[src/rtl/csr_trap_unit.sv]
// rtl/csr_trap_unit.sv - machine-mode CSR file with ecall/unimp trap entry and mret return
//
// Ports:
//   clk, rstn                   clock, asynchronous active-low reset
//   csrtrapin_valid             MEM-stage instruction valid
//   csrtrapin_inst              MEM-stage instruction word
//   csrtrapin_pc                PC of that instruction
//   csrtrapin_rs1               rs1 operand value
//   csrtrapin_csr_write         CSR-update permission from CSR control
//   csrtrapin_mem_is_mret       mret flag from CSR control
//   csrtrapin_redirect_ready    fetch accepts the redirect
//   csrtrapout_rdata            pre-update value of the addressed CSR
//   csrtrapout_redirect_valid   redirect request pending
//   csrtrapout_redirect_pc      redirect target
//   csrtrapout_busy             upstream stall; inputs ignored while high
module csr_trap_unit #(
    parameter logic [31:0] MTVEC_RESET   = 32'h0000_0000,
    parameter logic [31:0] CAUSE_ECALL   = 32'd11,
    parameter logic [31:0] CAUSE_ILLEGAL = 32'd2
) (
    input  logic        clk,
    input  logic        rstn,
    input  logic        csrtrapin_valid,
    input  logic [31:0] csrtrapin_inst,
    input  logic [31:0] csrtrapin_pc,
    input  logic [31:0] csrtrapin_rs1,
    input  logic        csrtrapin_csr_write,
    input  logic        csrtrapin_mem_is_mret,
    input  logic        csrtrapin_redirect_ready,
    output logic [31:0] csrtrapout_rdata,
    output logic        csrtrapout_redirect_valid,
    output logic [31:0] csrtrapout_redirect_pc,
    output logic        csrtrapout_busy
);

    localparam logic [11:0] ADDR_MSTATUS = 12'h300;
    localparam logic [11:0] ADDR_MTVEC   = 12'h305;
    localparam logic [11:0] ADDR_MEPC    = 12'h341;
    localparam logic [11:0] ADDR_MCAUSE  = 12'h342;

    localparam logic [31:0] INST_ECALL = 32'h0000_0073;
    localparam logic [31:0] INST_UNIMP = 32'hc000_1073;

    typedef enum logic {
        ST_IDLE,
        ST_REDIRECT
    } state_t;

    state_t      r_state;
    logic        r_redirect_valid;
    logic        r_busy;
    logic [31:0] r_redirect_pc;
    logic [31:0] r_mtvec;
    logic [31:0] r_mepc;
    logic [31:0] r_mcause;
    logic        r_mie;
    logic        r_mpie;

    logic [2:0]  w_funct3;
    logic [11:0] w_addr;
    logic [4:0]  w_field;
    logic [6:0]  w_opcode;
    logic        w_is_ecall;
    logic        w_is_unimp;
    logic        w_is_trap;
    logic        w_is_csr;
    logic        w_accept;
    logic [31:0] w_mstatus;
    logic [31:0] w_old;
    logic [31:0] w_src;
    logic [31:0] w_new;
    logic        w_csr_we;

    assign w_funct3   = csrtrapin_inst[14:12];
    assign w_addr     = csrtrapin_inst[31:20];
    assign w_field    = csrtrapin_inst[19:15];
    assign w_opcode   = csrtrapin_inst[6:0];
    assign w_is_ecall = (csrtrapin_inst == INST_ECALL);
    assign w_is_unimp = (csrtrapin_inst == INST_UNIMP);
    assign w_is_trap  = w_is_ecall | w_is_unimp;
    // SYSTEM opcode with funct3 000 (priv) and 100 (reserved) is not a CSR op
    assign w_is_csr   = (w_opcode == 7'h73) && (w_funct3 != 3'b000) && (w_funct3 != 3'b100);
    assign w_accept   = csrtrapin_valid & ~r_busy & (csrtrapin_csr_write | csrtrapin_mem_is_mret);
    assign w_mstatus  = {24'b0, r_mpie, 3'b0, r_mie, 3'b0};

    always_comb begin
        w_old = 32'b0;
        case (w_addr)
            ADDR_MTVEC:   w_old = r_mtvec;
            ADDR_MEPC:    w_old = r_mepc;
            ADDR_MSTATUS: w_old = w_mstatus;
            ADDR_MCAUSE:  w_old = r_mcause;
            default:      w_old = 32'b0;
        endcase
    end

    assign csrtrapout_rdata = w_is_csr ? w_old : 32'b0;

    // funct3[2] selects the immediate form; [1:0] selects RW/RS/RC
    assign w_src = w_funct3[2] ? {27'b0, w_field} : csrtrapin_rs1;

    always_comb begin
        w_new = w_old;
        case (w_funct3[1:0])
            2'b01:   w_new = w_src;
            2'b10:   w_new = w_old | w_src;
            2'b11:   w_new = w_old & ~w_src;
            default: w_new = w_old;
        endcase
    end

    // Set/clear with a zero source field are pure reads; trap/mret decode wins over CSR write
    assign w_csr_we = w_accept & w_is_csr & ~w_is_trap & ~csrtrapin_mem_is_mret &
                      ((w_funct3[1:0] == 2'b01) || (w_field != 5'd0));

    always_ff @(posedge clk or negedge rstn) begin
        if (!rstn) begin
            r_state          <= ST_IDLE;
            r_redirect_valid <= 1'b0;
            r_busy           <= 1'b0;
            r_redirect_pc    <= 32'b0;
            r_mtvec          <= MTVEC_RESET;
            r_mepc           <= 32'b0;
            r_mcause         <= 32'b0;
            r_mie            <= 1'b0;
            r_mpie           <= 1'b0;
        end else begin
            case (r_state)
                ST_IDLE: begin
                    if (w_accept && w_is_trap) begin
                        r_mepc           <= csrtrapin_pc & ~32'h3;
                        r_mcause         <= w_is_ecall ? CAUSE_ECALL : CAUSE_ILLEGAL;
                        r_mpie           <= r_mie;
                        r_mie            <= 1'b0;
                        r_redirect_pc    <= r_mtvec;
                        r_redirect_valid <= 1'b1;
                        r_busy           <= 1'b1;
                        r_state          <= ST_REDIRECT;
                    end else if (w_accept && csrtrapin_mem_is_mret) begin
                        r_mie            <= r_mpie;
                        r_mpie           <= 1'b1;
                        r_redirect_pc    <= r_mepc;
                        r_redirect_valid <= 1'b1;
                        r_busy           <= 1'b1;
                        r_state          <= ST_REDIRECT;
                    end else if (w_csr_we) begin
                        case (w_addr)
                            ADDR_MTVEC:   r_mtvec <= w_new & ~32'h3;
                            ADDR_MEPC:    r_mepc  <= w_new & ~32'h3;
                            ADDR_MSTATUS: begin
                                r_mie  <= w_new[3];
                                r_mpie <= w_new[7];
                            end
                            default: ;
                        endcase
                    end
                end
                ST_REDIRECT: begin
                    if (csrtrapin_redirect_ready) begin
                        r_redirect_valid <= 1'b0;
                        r_busy           <= 1'b0;
                        r_state          <= ST_IDLE;
                    end
                end
                default: begin
                    r_redirect_valid <= 1'b0;
                    r_busy           <= 1'b0;
                    r_state          <= ST_IDLE;
                end
            endcase
        end
    end

    assign csrtrapout_redirect_valid = r_redirect_valid;
    assign csrtrapout_redirect_pc    = r_redirect_pc;
    assign csrtrapout_busy           = r_busy;

endmodule

[config.mk]
export PLATFORM = sky130hd
export DESIGN_NAME = csr_trap_unit
export DESIGN_NICKNAME = d
export VERILOG_FILES = /design/src/rtl/csr_trap_unit.sv
export SDC_FILE = /design/constraint.sdc
export NUM_CORES = 1
export LEC_CHECK = 0
export ABC_AREA = 1
export CAP_MARGIN = 20
export CORE_AREA = 2 2 130 132
export CTS_BUF_LIST = sky130_fd_sc_hd__clkbuf_16
export DETAILED_ROUTE_END_ITERATION = 8
export DIE_AREA = 0 0 132 134
export DONT_BUFFER_PORTS = 1
export PLACE_DENSITY = 0.58
export SLEW_MARGIN = 15
export SYNTH_ARGS = -nofsm -noshare
export SYNTH_HDL_FRONTEND = slang
export SYNTH_SLANG_ARGS = --single-unit
[constraint.sdc]
create_clock -name clk -period 2 [get_ports clk]
set_clock_uncertainty 0.15 [all_clocks]
set_input_delay 0.3 -clock clk [delete_from_list [all_inputs] [get_ports clk]]
set_output_delay 0.3 -clock clk [all_outputs]
set_load 0.005 [all_outputs]
==> summary.md, run 1 <==
The run finished, with violations left. The final reports fail on hold timing. The mapped netlist covers 6350 um2. Setup slack on the critical path of the routed design comes to 0.109 ns. After technology mapping, the gate count stands at 1030. Yosys instantiated no cell more often than sky130_fd_sc_hd__nand2_1. Of all flip-flops after synthesis, the portion carrying an async set or reset was 100%.

The final worst-path cycle share works out to 94.6%. The post-synthesis adder-cell area fraction is 0%, and the power density over cell area is 691 nW/um2. Including well taps, the total number of placed cells is 1270.

The H-tree depth was 3. The tools report the hold violation count in the final report as 96. Across the VDD grid, the largest voltage drop is 0.000479 V. Ranked by instance count, the synthesized netlist is headed by sky130_fd_sc_hd__nand2_1, sky130_fd_sc_hd__inv_1, sky130_fd_sc_hd__dfrtp_1, sky130_fd_sc_hd__o21ai_0, sky130_fd_sc_hd__nand3_1. STA classifies the critical path endpoint as a primary output. The number of flip-flops and latches in the synthesized netlist works out to 96.

In this run, the number of DRC markers left after iteration 0 of detailed routing was 339. The area share of the largest cell type after synthesis works out to 37.8%. The initial standard-cell utilization of the core came out at 39.0%. The congestion estimate from routability-driven global placement came to 0.815. The detail route stage leaves a number of antenna-violating nets equal to 0. The total of hold buffers inserted after clock tree synthesis came out at 10. The tools report the final count of negative-setup-slack endpoints as 0. The mux share of post-synthesis cell area was 0%; the post-detailed-route wirelength per cell was 15.0 um.

Launching element type of the critical path: a primary input. The logs give 97 for the pin count of the biggest net entering global routing and -0.521 ns for the worst hold margin. The net count reported at finish is 1174, and the final-report max-slew violation count is 0. For the final routed database, the setup TNS stands at 0 ns. For the number of warnings issued by yosys, the log shows 0. The root buffer cell chosen for the clock tree is sky130_fd_sc_hd__clkbuf_16.

The tool flagged a number of max-cap violations equal to 0. Post-synthesis average cell area: 6.17 um2. The tools report the number of antenna violations at the first check in global routing as 1. The synthesized netlist devotes 9.87% of its cell area to compound gates. XOR/XNOR share of the synthesized area: 0%.

Counting the buffers created by CTS gives 9. The first global-routing pass estimated 31.4 mm of wire. Global routing consumed, over all layers together, 22.8% of the routing resources. Once layout is complete, the cells apart from fillers number 1297.

For the worst setup path, the data required time is 1.55 ns. In this run the worst hold path is classified as in2async. Dominant delay contributor by cell family on the critical path: simple AND/OR/NAND/NOR gates. The run gives 1.44 ns as the data arrival time of the worst path. After detailed routing, the number of remaining DRC violations is 0. Dividing the detail-routed via count by the number of cells gives 4.85. The fmax was 0.529 GHz; the count of inserted antenna diode cells was 0.

The number of buffers and inverters on the critical path is 3. The synthesis-to-layout area growth is 20.2%. The count of buffers added on input and output ports is 0.

The floorplan step set the die width to 132 um. For this design, the slowest cell found on the critical path is sky130_fd_sc_hd__buf_12. The later-pin clock latency in the skew report was 0.36 ns; the minimum setup slack after placement was -0.0831 ns. Global routing finished with a remaining overflow of 0. For the total vias in the final route, the log shows 6291. Sorting the synthesized cells by area gives the leading types as sky130_fd_sc_hd__dfrtp_1, sky130_fd_sc_hd__nand2_1, sky130_fd_sc_hd__inv_1, sky130_fd_sc_hd__o21ai_0, sky130_fd_sc_hd__nand3_1. The total core area was 16300 um2; the final period demand of the worst path was 1.89 ns.

The synthesized design spends more area on one cell type than any other, namely sky130_fd_sc_hd__dfrtp_1. For this run, the detailed router's first-pass iteration total came to 5. TritonCTS built the clock tree.

In this run the static leakage power is 0.00417 uW. The wire-length estimate of the detail-placed layout is 13.7 mm. The final layout contains routed wiring with a total length of 19.5 mm. The run gives 37.8% as the register area share after synthesis.

Row generation in the floorplan step produced 47 rows. Along the worst path, the maximum fanout reaches 15. Post-synthesis simple-gate area fraction: 39.7%.

The post-route netlist has 12.9% of its cells at a drive strength greater than 1. The number of global-route vias before repair was 6077. Setup repair after global routing could not meet its margin everywhere.

Among all flip-flop cells after synthesis, the most frequent one is sky130_fd_sc_hd__dfrtp_1. The maximum count of clock buffers along a single path is 2. The count of distinct cell types in the synthesized netlist is 29.

The type of the worst setup path was in2out. For this design, the sink count on the clock tree is 96. The synthesized design contains 0 enable-type register cells. Traced cell by cell, the critical path runs through nor2_2 > nand2_2 > nor2_2 > nand2_1 > inv_2 > buf_12 > nand2_1 > a21oi_2 > buf_4.

By area, the combinational part of the netlist is dominated by simple AND/OR/NAND/NOR gates. 168 I/O pins were placed. The floorplan step defined a die boundary enclosing 17700 um2. After clock tree synthesis, the clock-pin slew on the worst setup and hold paths is 0.07 ns.

The overall die height works out to 134 um. The largest single stage delay on the critical path is 0.17 ns.
-- logic make-up after synthesis --
kind of cell,count (synthesis)
AND/OR/NAND/NOR,615
buffers and inverters,194
AO/OA/AOI/OAI,124
flip-flops,96
other,1
-- layout by cell type (no fill, tap or decap), types with 2 or more instances in the layout --
| master | instances |
|---|---|
| sky130_fd_sc_hd__nor2_2 | 7 |
| sky130_fd_sc_hd__nand3_1 | 53 |
| sky130_fd_sc_hd__clkbuf_16 | 9 |
| sky130_fd_sc_hd__nand2_1 | 475 |
| sky130_fd_sc_hd__nand2_2 | 15 |
| sky130_fd_sc_hd__nor2_8 | 2 |
| sky130_fd_sc_hd__a21oi_1 | 19 |
| sky130_fd_sc_hd__bufinv_16 | 3 |
| sky130_fd_sc_hd__conb_1 | 2 |
| sky130_fd_sc_hd__o21ai_0 | 94 |
| sky130_fd_sc_hd__nor2_1 | 45 |
| sky130_fd_sc_hd__a21oi_2 | 10 |
| sky130_fd_sc_hd__inv_2 | 7 |
| sky130_fd_sc_hd__inv_1 | 135 |
| sky130_fd_sc_hd__dfrtp_1 | 96 |
| sky130_fd_sc_hd__buf_6 | 2 |
| sky130_fd_sc_hd__nand3_2 | 3 |
| sky130_fd_sc_hd__dlygate4sd3_1 | 10 |
| sky130_fd_sc_hd__buf_4 | 52 |
| sky130_fd_sc_hd__buf_12 | 17 |
| sky130_fd_sc_hd__nor3_1 | 5 |
| sky130_fd_sc_hd__nand4_1 | 2 |
| sky130_fd_sc_hd__clkinvlp_4 | 2 |
-- final cells by class --
class | instances | area [um2]
Multi-Input combinational cell | 741 | 3220
Sequential cell | 96 | 2400
Tap cell | 220 | 275
Inverter | 143 | 539
Clock inverter | 7 | 119
Timing Repair Buffer | 81 | 853
Fill cell | 1720 | 8650
Clock buffer | 9 | 225
-- flip-flops by register name (all words and copies together) (netlist names) --
| name | flops |
|---|---|
| csrtrapout_redirect_pc | 30 |
| r_state | 1 |
| r_mtvec | 30 |
| r_mpie | 1 |
| csrtrapout_busy | 1 |
| r_mcause | 2 |
| r_mepc | 30 |
| r_mie | 1 |
-- worst paths after layout --
kind / cells after the start / startpoint / to / slack, ns
setup / recovery: 9 / csrtrapin_inst[31] / csrtrapout_rdata[30] / 0.11
hold / removal: 0 / rstn / csrtrapout_redirect_pc[5] / -0.52
setup reg to reg: 10 / csrtrapout_busy / csrtrapout_redirect_pc[16] / 0.14
hold reg to reg: 2 / r_mcause[1] / r_mcause[1] / 0.30
max in group asynchronous: 0 / rstn / r_mtvec[17] / 2.08
min in group clk: 4 / csrtrapin_pc[15] / r_mepc[15] / 0.01
-- layer usage --
metal	part of all wire (%)	routed length [um]	vias up	GRT usage (%)
met2	47	9200	198	37.7
li1	-	-	3204	-
met3	5.6	1090	19	4.20
met4	1.4	273	2	7.79
met5	0.077	15	-	0
met1	46	8880	2868	30.0
-- where the power goes --
group | total, uW | internal [uW] | switching, uW
logic | 719 | 288 | 431
registers | 2510 | 2270 | 246
clock network | 2040 | 1230 | 818
-- per-stage QoR --
stage	power [uW]	instance area [um2]	utilization, %
2_1_floorplan	3030	6360	-
3_3_place_gp	3240	7120	43.7
3_5_place_dp	3260	7120	43.7
4_1_cts	5340	7560	46.4
5_1_grt	5570	7640	46.9
6_report	5280	7640	46.9
-- repair_timing --
item | 4_1_cts | 5_1_grt
endpoints found under the setup margin | 0 | 67
resized for setup | 0 | 21
buffers inserted | 0 | 1
endpoints found under the hold margin | 107 | 96
(Power assumes the default switching activity.)
==> run 2: changes to the inputs <==
Settings changed: CORE_AREA 2 2 130 132 to 2 2 93 184, DIE_AREA 0 0 132 134 to 0 0 95 186.
==> summary.md, run 2 (same netlist as run 1, synthesis figures left out) <==
Measured against its own limit, the worst slew margin works out to 64.9%. For the worst hold margin, the log shows -0.512 ns (+0.00903 ns). The run gives 0 (unchanged) as the count of inserted antenna diode cells.

The row count was 66 (+40%). TritonCTS built the clock tree. The final count of negative-setup-slack endpoints is 0 (unchanged), and the power density over cell area is 666 nW/um2 (-3.6%).

For the number of clock sinks seen by CTS, the log shows 96 (unchanged). The later-pin clock latency in the skew report came out at 0.36 ns (about the same). The run gives 0 (unchanged) as the remaining routing DRC violations. The slowest stage of the critical path belongs to the cell sky130_fd_sc_hd__a21oi_1.

The post-detailed-route wirelength per cell was 16.1 um (+7.6%); the final period demand of the worst path was 1.90 ns (+0.0139 ns). Number of antenna-violating nets in the routed design: 0 (unchanged). The library cell used most frequently in the layout, excluding fill and tap cells, is sky130_fd_sc_hd__nand2_1.

The logs give 7 (-3) for the total of hold buffers inserted after clock tree synthesis and 0 (unchanged) for the post-CTS setup buffer count. H-tree depth: 3 (unchanged). The final reports fail on hold timing.

The maximum count of clock buffers along a single path is 2 (unchanged), and the fmax is 0.525 GHz (-0.73%). The maximum single-stage delay on the critical path was 0.19 ns (+0.02 ns); the die footprint was 17700 um2 (-0.10%). The max capacitance violation total is 0 (unchanged), and the initial standard-cell utilization of the core is 39.0% (+0.051 points).

The half-perimeter wire length of the detailed placement result is 14.8 mm (+8.0%), and the synthesis-to-layout area growth is 18.8%. The first-pass GRT wire length is 32.7 mm (+3.9%), and the x dimension of the die is 95 um (-28%). The logs give 0 ns (unchanged) for the total negative setup slack and 1.45 ns (about the same) for the data arrival time of the worst path. The tools report the total power as 5020 uW (-4.8%). The top cell types in the final layout, fill and taps aside, are sky130_fd_sc_hd__nand2_1, sky130_fd_sc_hd__inv_1, sky130_fd_sc_hd__dfrtp_1, sky130_fd_sc_hd__o21ai_0, sky130_fd_sc_hd__buf_4.

The overall die height is 186 um (+39%). The total core area was 16300 um2 (-0.13%). In this design, the largest share of critical-path delay is due to simple AND/OR/NAND/NOR gates.

For the total vias in the final route, the log shows 6410 (+1.9%). The actual slew at the worst max-slew pin works out to 0.526 ns. The critical path goes through nor2_2 > nand2_2 > nor2_4 > nand2_2 > clkinv_4 > buf_4 > nand2_1 > a21oi_1 > buf_4.

The number of antenna violations at the first check in global routing was 0 (-1). The flow ran to the end, but the final reports show violations. The final worst-path cycle share came out at 95.2% (+0.70 points).

The total global-route track usage is 24.6% (+1.9 points). Peak supply drop: 0.000364 V (-24%). The tightest min-delay check is of the in2async type. The number of search-and-repair iterations in the first detailed-routing pass was 5 (unchanged); the net count reported at finish was 1180 (+0.51%). For the standby leakage power, the log shows 0.00416 uW (-0.29%). Buffer and inverter count on the worst path: 3 (unchanged).

The leftover overflow at the end of global routing was 0 (unchanged); the total CTS buffers was 9 (unchanged). The maximum fanout along the worst path is 7 (-8), and the clock transition time at the flip-flop clock pins of the worst setup and hold paths is 0.06 ns (about the same). The number of global-route vias before repair is 6376 (+4.9%), and the final weighted congestion of routability-driven global placement is 0.828 (+1.6%). By startpoint and endpoint, the worst setup path is classified as in2out. The layout cell share with drive strength beyond 1 is 13.4% (+0.48 points). The number of buffer cells added on primary ports came out at 0 (unchanged). The tools report the wire length after detailed routing as 20.8 mm (+6.8%).

The pin count of the biggest net entering global routing was 97 (unchanged); the final-report max-slew violation count was 0 (unchanged). DRC violation total after the first TritonRoute iteration: 323 (-4.7%). Via-per-instance ratio: 4.98 (+2.7%).

In this run the clock root is driven by a sky130_fd_sc_hd__clkbuf_16. STA classifies the critical path endpoint as a primary output. The run gives 96 (unchanged) as the hold violation count in the final report. The worst setup path is launched from a primary input. The logs give 168 (unchanged) for the number of placed I/O pins and 1.55 ns (about the same) for the data required time at the worst endpoint.
[run 2: cell types whose count changed in the layout (fill, tap and decap cells not counted), sizes merged]
cell	previous run	this run
buf	71	80
dlygate4sd3	10	7
clkinv	1	3
bufinv	3	1
clkinvlp	2	3
inv	144	143
[run 2: what timing repair did]
action / in CTS / in global routing
pin swaps: 0 / 0
endpoints found under the hold margin: 104 / 96
gates resized for setup: 6 / 13
endpoints found under the setup margin: 16 / 64
[run 2: power breakdown]
group	total (uW)	switching (uW)	internal, uW
clock	1770	805	968
combinational	733	437	296
sequential	2520	249	2270
total	5020	1490	3530
[run 2: cell type report]
| class | count | area, um2 |
|---|---|---|
| inverters | 143 | 544 |
| clock buffers | 9 | 225 |
| flip-flops and latches | 96 | 2400 |
| repair buffers | 87 | 833 |
| well taps | 204 | 255 |
| multi-input cells | 741 | 3210 |
| clock inverters | 7 | 70.1 |
| fillers | 1695 | 8720 |
[run 2: final timing paths]
kind | startpoint | endpoint | slack [ns] | depth (start not counted)
max | csrtrapin_inst[25] | csrtrapout_rdata[27] | 0.1 | 9
min | rstn | csrtrapout_redirect_pc[26] | -0.51 | 0
max reg2reg | csrtrapout_busy | r_mtvec[23] | 0.15 | 11
min reg2reg | r_mcause[1] | r_mcause[1] | 0.30 | 2
max in group asynchronous | rstn | csrtrapout_redirect_pc[15] | 2.03 | 0
min in group clk | csrtrapin_pc[4] | r_mepc[4] | 0.01 | 4
[run 2: layer usage]
metal  GRT usage [%]  wire (um)  up-vias
li1                -          -     3210
met1            26.8       7950     2976
met2            46.0      11100      190
met3            4.57       1090       34
met4            9.57        611        0
met5               0          0        -
[run 2: stage by stage]
stage	cell area (um2)	cells	util, %	setup slack (ns)
2_1_floorplan	6360	1031	-	0.158
3_3_place_gp	7120	1264	43.8	-0.0857
3_5_place_dp	7120	1264	43.8	-0.128
4_1_cts	7510	1287	46.1	0.00635
5_1_grt	7540	1287	46.4	-0.00699
6_report	7540	1287	46.4	0.0951
